`config.mk`:
```
export PLATFORM = sky130hd
export DESIGN_NAME = spike_logger_flat
export DESIGN_NICKNAME = d
export VERILOG_FILES = /design/src/rtl/spike_log_pkg.sv /design/src/rtl/spike_logger_if.sv /design/src/rtl/spike_logger_ts_fifo.sv /design/src/rtl/spike_logger.sv /design/src/flat_wrapper.sv
export SDC_FILE = /design/constraint.sdc
export NUM_CORES = 1
export LEC_CHECK = 0
export ABC_AREA = 1
export ABC_CLOCK_PERIOD_IN_PS = 7400
export BUFFER_PORTS_ARGS = -buffer_cell sky130_fd_sc_hd__buf_2
export CAP_MARGIN = 10
export CORE_UTILIZATION = 60
export CTS_BUF_LIST = sky130_fd_sc_hd__clkbuf_4 sky130_fd_sc_hd__clkbuf_8
export DETAILED_ROUTE_END_ITERATION = 6
export GPL_TIMING_DRIVEN = 1
export PLACE_DENSITY = 0.74
export REMOVE_ABC_BUFFERS = 1
export SYNTH_ARGS = -nofsm -noshare
export SYNTH_HDL_FRONTEND = slang
export SYNTH_SLANG_ARGS = --single-unit
export TNS_END_PERCENT = 20
```
`constraint.sdc`:
```
create_clock -name clk -period 7.4 [get_ports clk]
set_input_delay 1.48 -clock clk [delete_from_list [all_inputs] [get_ports clk]]
set_output_delay 1.48 -clock clk [all_outputs]
set_load 0.1 [all_outputs]
```
`src/rtl/spike_log_pkg.sv`:
```
// Shared types and defaults for the spike logger.
package spike_log_pkg;

   localparam int unsigned TS_W_DEFAULT = 16;

   typedef logic [TS_W_DEFAULT-1:0] ts_t;

   // Refractory FSM: IDLE accepts spikes, DEAD ignores them until rcnt expires.
   typedef enum logic [0:0] {
      IDLE = 1'b0,
      DEAD = 1'b1
   } rstate_t;

endpackage

```
`src/rtl/spike_logger_if.sv`:
```
// Timestamp readout handshake: master drives data/valid, slave drives ready.
interface spike_logger_if
   import spike_log_pkg::*;
#(
   parameter int unsigned TS_W = TS_W_DEFAULT
);
   logic [TS_W-1:0] ts_data;
   logic            ts_valid;
   logic            ts_ready;

   modport master (
      output ts_data,
      output ts_valid,
      input  ts_ready
   );

   modport slave (
      input  ts_data,
      input  ts_valid,
      output ts_ready
   );
endinterface

```
`src/rtl/spike_logger_ts_fifo.sv`:
```
// First-word-fall-through FIFO with wrap-bit pointers and optional overwrite-on-full.
module ts_fifo
   import spike_log_pkg::*;
#(
   parameter int unsigned W     = TS_W_DEFAULT,
   parameter int unsigned DEPTH = 8
) (
   input  logic         clk,
   input  logic         rst,
   input  logic         clear,
   input  logic         push,
   input  logic         pop,
   input  logic         overwrite,
   input  logic [W-1:0] wdata,
   output logic [W-1:0] rdata,
   output logic         full,
   output logic         empty
);

   localparam int unsigned AW = $clog2(DEPTH);

   logic [AW:0]  wptr_q;
   logic [AW:0]  rptr_q;
   logic [W-1:0] mem_q [DEPTH];
   logic         do_pop;
   logic         do_write;
   logic         do_ovr;

   // Status decode and write/pop qualification.
   always_comb begin
      empty    = (wptr_q == rptr_q);
      full     = (wptr_q[AW] != rptr_q[AW]) && (wptr_q[AW-1:0] == rptr_q[AW-1:0]);
      do_pop   = pop & ~empty;
      // A pop in the same cycle frees the slot, so a full FIFO can still take the push.
      do_write = push & (~full | do_pop);
      // Full, no pop: the write lands on the oldest slot and both pointers move.
      do_ovr   = push & full & ~do_pop & overwrite;
      rdata    = mem_q[rptr_q[AW-1:0]];
   end

   // Storage array.
   always_ff @(posedge clk or posedge rst) begin
      if (rst) begin
         for (int i = 0; i < int'(DEPTH); i++) mem_q[i] <= '0;
      end else if (clear) begin
         for (int i = 0; i < int'(DEPTH); i++) mem_q[i] <= '0;
      end else if (do_write | do_ovr) begin
         mem_q[wptr_q[AW-1:0]] <= wdata;
      end
   end

   // Read and write pointers.
   always_ff @(posedge clk or posedge rst) begin
      if (rst) begin
         wptr_q <= '0;
         rptr_q <= '0;
      end else if (clear) begin
         wptr_q <= '0;
         rptr_q <= '0;
      end else begin
         if (do_write | do_ovr) wptr_q <= wptr_q + 1'b1;
         if (do_pop | do_ovr)   rptr_q <= rptr_q + 1'b1;
      end
   end

endmodule

```
`src/rtl/spike_logger.sv`:
```
// Spike logger: timestamps accepted spikes, applies a refractory window and
// queues timestamps in a FWFT FIFO for readout.
// Build option: SPIKE_LOG_OVERWRITE_EN makes a full FIFO drop its oldest entry
// instead of the new timestamp.
module spike_logger
   import spike_log_pkg::*;
#(
   parameter int unsigned TS_W    = TS_W_DEFAULT,
   parameter int unsigned DEPTH   = 8,
   parameter int unsigned REFRACT = 4
) (
   input  logic                  clk,
   input  logic                  rst,
   input  logic                  sample_en,
   input  logic                  spike,
   input  logic                  clear,
   spike_logger_if.master        rd,
   output logic                  overflow,
   output logic [TS_W-1:0]       spike_cnt
);

   localparam int unsigned RC_W = (REFRACT > 0) ? $clog2(REFRACT + 1) : 1;

   rstate_t         state_q, state_d;
   logic [RC_W-1:0] rcnt_q, rcnt_d;
   logic [TS_W-1:0] ts_q;
   logic [TS_W-1:0] cnt_q;
   logic            ovf_q;
   logic            accept;
   logic            fifo_full;
   logic            fifo_empty;
   logic            pop;
   logic            drop;
   logic            ovr_en;
   logic [TS_W-1:0] head;

`ifdef SPIKE_LOG_OVERWRITE_EN
   assign ovr_en = 1'b1;
`else
   assign ovr_en = 1'b0;
`endif

   // Refractory next-state: only sample strobes move the FSM or rcnt.
   always_comb begin
      state_d = state_q;
      rcnt_d  = rcnt_q;
      accept  = 1'b0;
      if (sample_en) begin
         case (state_q)
            IDLE: begin
               if (spike) begin
                  accept = 1'b1;
                  if (REFRACT > 0) begin
                     state_d = DEAD;
                     rcnt_d  = RC_W'(REFRACT);
                  end
               end
            end
            DEAD: begin
               rcnt_d = rcnt_q - 1'b1;
               if (rcnt_q == RC_W'(1)) state_d = IDLE;
            end
            default: state_d = IDLE;
         endcase
      end
   end

   // Handshake decode and overflow detection.
   always_comb begin
      pop         = ~fifo_empty & rd.ts_ready;
      drop        = accept & fifo_full & ~pop;
      rd.ts_valid = ~fifo_empty;
      rd.ts_data  = head;
      overflow    = ovf_q;
      spike_cnt   = cnt_q;
   end

   // FSM state and refractory counter.
   always_ff @(posedge clk or posedge rst) begin
      if (rst) begin
         state_q <= IDLE;
         rcnt_q  <= '0;
      end else if (clear) begin
         state_q <= IDLE;
         rcnt_q  <= '0;
      end else begin
         state_q <= state_d;
         rcnt_q  <= rcnt_d;
      end
   end

   // Timestamp counter, accepted-spike counter and sticky overflow.
   always_ff @(posedge clk or posedge rst) begin
      if (rst) begin
         ts_q  <= '0;
         cnt_q <= '0;
         ovf_q <= 1'b0;
      end else if (clear) begin
         ts_q  <= '0;
         cnt_q <= '0;
         ovf_q <= 1'b0;
      end else begin
         if (sample_en) ts_q  <= ts_q + 1'b1;
         if (accept)    cnt_q <= cnt_q + 1'b1;
         if (drop)      ovf_q <= 1'b1;
      end
   end

   // The logged value is the counter before this edge's increment.
   ts_fifo #(
      .W     (TS_W),
      .DEPTH (DEPTH)
   ) u_fifo (
      .clk       (clk),
      .rst       (rst),
      .clear     (clear),
      .push      (accept),
      .pop       (pop),
      .overwrite (ovr_en),
      .wdata     (ts_q),
      .rdata     (head),
      .full      (fifo_full),
      .empty     (fifo_empty)
   );

endmodule

```
`src/flat_wrapper.sv`:
```
// flat-port wrapper written by rule: the top's interface ports become plain ports
module spike_logger_flat import spike_log_pkg::*;
#(
   parameter int unsigned TS_W    = TS_W_DEFAULT,
   parameter int unsigned DEPTH   = 8,
   parameter int unsigned REFRACT = 4
)
  (clk, rst, sample_en, spike, clear, overflow, spike_cnt, rd_ts_data, rd_ts_valid, rd_ts_ready);
  spike_logger_if #(.TS_W(TS_W)) rd_i ();
  input  logic clk;
  input  logic rst;
  input  logic sample_en;
  input  logic spike;
  input  logic clear;
  output logic overflow;
  output logic [TS_W-1:0] spike_cnt;
  output wire logic [$bits(rd_i.ts_data)-1:0] rd_ts_data;
  output wire logic [$bits(rd_i.ts_valid)-1:0] rd_ts_valid;
  input wire logic [$bits(rd_i.ts_ready)-1:0] rd_ts_ready;
  assign rd_ts_data = rd_i.ts_data;
  assign rd_ts_valid = rd_i.ts_valid;
  assign rd_i.ts_ready = rd_ts_ready;
  spike_logger #(.TS_W(TS_W), .DEPTH(DEPTH), .REFRACT(REFRACT)) u_core (.clk(clk), .rst(rst), .sample_en(sample_en), .spike(spike), .clear(clear), .rd(rd_i), .overflow(overflow), .spike_cnt(spike_cnt));
endmodule
```
==> qor.yml <==
yosys_warnings: 0
clock_latency_ns: 0.49
start_util_pct: 62.2
place_inst: 1338
grt.total_usage_pct: 33.6
wirelength_um: 25000
rr_startpoint: "u_core.u_fifo.rptr_q[0]"
cp_slowest_stage_delay_ns: 0.95
firstDrtPassIters: 7
grt_max_degree: 108
dp_slack_ns: 3.04
multi_input_area_mm2: 0.00413
worstPathRequired_ns: 5.92
finalMaxSlewViolations: 0
grt_pass1_wl_um: 41100
drive_gt1_share_pct: 9.28
finalInstanceArea_mm2: 0.00956
synth_seq_area_share_pct: 47.6
finClkSkew_ns: 0.0135
leakagePower_nw: 4.98
powerDensity_mw_per_mm2: 291
fmax_mhz: 210
crit_fanout: 68
async_flop_share_pct: 100
die_y_um: 125
worst_hold_slack_ns: 0.470
critical_path_arrival_ns: 3.29
nets: 1185
place_area_mm2: 0.00917
hp-class: "flop to flop"
end_kind: "primary output"
slowest_stage: "inv_2"
worst_path_dominant_cell_family: "buffers and inverters"
synth_top_area_share_pct: 47.6
path_common_cell: "nand2_1"
rsz0062_at_grt: "false"
tritoncts: "built"
cts_setup_buffers: 0
path_class: "flop to primary output"
min_period_over_period_pct: 64.4
cts.sink_count: 173
routed_via_density: 6.21
maxCapViolations: 0
hold_viol_final: 0
syn_area_mm2: 0.00910
syn2layout_area_growth_pct: 5.07
start_kind: "flop"
finalSetupViolations: 0
min_period_ns: 4.77
die_w_um: 125
grt_pass1_vias: 7888
synth.cells.most_frequent: "nand2_1 (393), dfrtp_1 (173), nand4_1 (145)"
tns_ns: 0
drt-initial-drc-count: 991
outcome: "finished, final reports clean"
synth-edff-count: 0
path_cells: "buf_4 > inv_2 > o21ai_0 > o22ai_1 > nand2_1 > nand2_1 > buf_2"
ys_top_cells_by_area: "dfrtp_1 (48%), nand2_1 (16%), nand4_1 (10%)"
antenna_cells: 0
final.setup.worst_slack_ns: 2.63
syn_area_per_cell_um2: 7.66
fill_cells: 1322
vdd_drop_max_uv: 202
cts_inserted_buffers: 17
h-tree-depth: 4
yosysMostFrequentCell: "nand2_1"
drtAntennaViolNets: 0
utilization_pct: 65.3
core.rowCount: 44
finalNonFillerCells: 1369
place_congestion: 0.827
slew-limit-headroom_pct: 13.9
clk_path_buf_depth: 2
tightest_slew_ns: 1.28
dieArea_mm2: 0.0157
core_mm2: 0.0146
clkTransAtPathRegs_ns: 0.09
cts_resized: 0
clockRootBuffer: "clkbuf_8"
hold_start: "u_core.u_fifo.mem_q[40]"
syn_inst: 1188
yosysTopAreaCell: "dfrtp_1"
num_vias: 8507
ctsHoldBuffers: 0
seq_area_mm2: 0.00433
io_pins: 40
path_buf_inv: 3
grt_overflow: 0
crit_start: "u_core.u_fifo.rptr_q[0]"
synth-seq-cells: 173
synthDistinctLibCells: 29
dp_hpwl_um: 14300
ys.flop_type: "dfrtp_1"
port_buffers: 39
drc: 0
fin_total_pwr_mw: 2.79
wl_per_cell_um: 18.3
antenna_found_initial: 0
## final timing paths
path / depth (start not counted) / slack (ns) / endpoint
setup / recovery: 7 / 2.63 / rd_ts_data[15]
hold / removal: 2 / 0.47 / u_core.u_fifo.mem_q[40]
setup reg to reg: 11 / 3.37 / u_core.u_fifo.mem_q[98]
hold reg to reg: 2 / 0.47 / u_core.u_fifo.mem_q[40]
max in group asynchronous: 3 / 4.75 / u_core.u_fifo.mem_q[40]
min in group asynchronous: 2 / 1.20 / u_core.u_fifo.mem_q[17]
## routing by layer
layer	track usage, %	part of all wire (%)	routed length, µm	vias to the layer above
met3	6.80	7.4	1860	59
met5	0	0	0	-
li1	-	-	-	3961
met1	46.6	43	10800	4124
met4	12.4	2.6	641	0
met2	52.6	47	11700	363
## area by class of cell
class / instances / area share [%]
flip-flops and latches: 173 / 45.3
multi-input cells: 877 / 43.2
clock buffers: 24 / 3.26
repair buffers: 47 / 2.67
well taps: 184 / 2.41
inverters: 57 / 2.29
clock inverters: 7 / 0.916
## registers in the layout, indices dropped and copies added, names as in the netlist
signal / count
u_core.u_fifo.wptr_q: 4
u_core.ts_q: 16
u_core.u_fifo.rptr_q: 4
u_core.state_q: 1
u_core.u_fifo.mem_q: 128
u_core.rcnt_q: 3
u_core.spike_cnt: 16
u_core.overflow: 1
## cell families (layout without fill, tap and decap cells)
family | Yosys count | in the layout | share of synthesized area, %
flops | 173 | 173 | 47.6
compound gates | 144 | 144 | 8.43
buf+inv | 138 | 135 | 7.18
xor+xnor | 4 | 4 | 0.385
simple gates | 723 | 723 | 35.6
fa+ha+maj | 6 | 6 | 0.825
## worst reg2reg max path, cell delays in order, from the launching register on
cell and delay, ns:
dfrtp_2 0.39, buf_4 0.34, inv_2 0.97, nand2_1 0.13
nand2_1 0.12, nor2_2 0.05, nand2_1 0.13, nand2_2 0.14
nand2_4 0.48, nand3_1 0.79, nand2_1 0.26, nand2_1 0.08
## placed cells by master, fill, tap and decap left out
cell type / Yosys / routed
nand2_1: 393 / 393
dfrtp_1: 173 / 172
nand4_1: 145 / 145
nor2_1: 117 / 117
o21ai_0: 87 / 87
inv_1: 50 / 48
buf_2: 12 / 39
o22ai_1: 33 / 33
nand3_1: 28 / 28
clkbuf_8: 0 / 21
a21oi_1: 15 / 15
nor3_1: 13 / 13
inv_2: 7 / 8
buf_4: 6 / 8
nand3_2: 7 / 7
o21ai_1: 7 / 7
ha_1: 6 / 6
or2_2: 5 / 5
nor3_2: 4 / 4
xor2_1: 4 / 4
clkinv_2: 0 / 4
nand3b_1: 3 / 3
clkbuf_4: 0 / 3
nand2_2: 4 / 2
nand2_4: 0 / 2
nor3b_1: 2 / 2
bufinv_16: 0 / 2
nor2_2: 1 / 1
a31o_2: 1 / 1
a31oi_1: 1 / 1
and3_1: 1 / 1
inv_6: 0 / 1
clkinvlp_4: 0 / 1
dfrtp_2: 0 / 1
## report_power, final
part / leakage [nW] / switching [mW] / total (mW) / internal, mW
clock network: 0.209 / 0.344 / 0.687 / 0.343
registers: 2.40 / 0.0174 / 0.978 / 0.961
logic: 2.36 / 0.923 / 1.12 / 0.199
No activity file was read; power rests on OpenSTA's default activity.
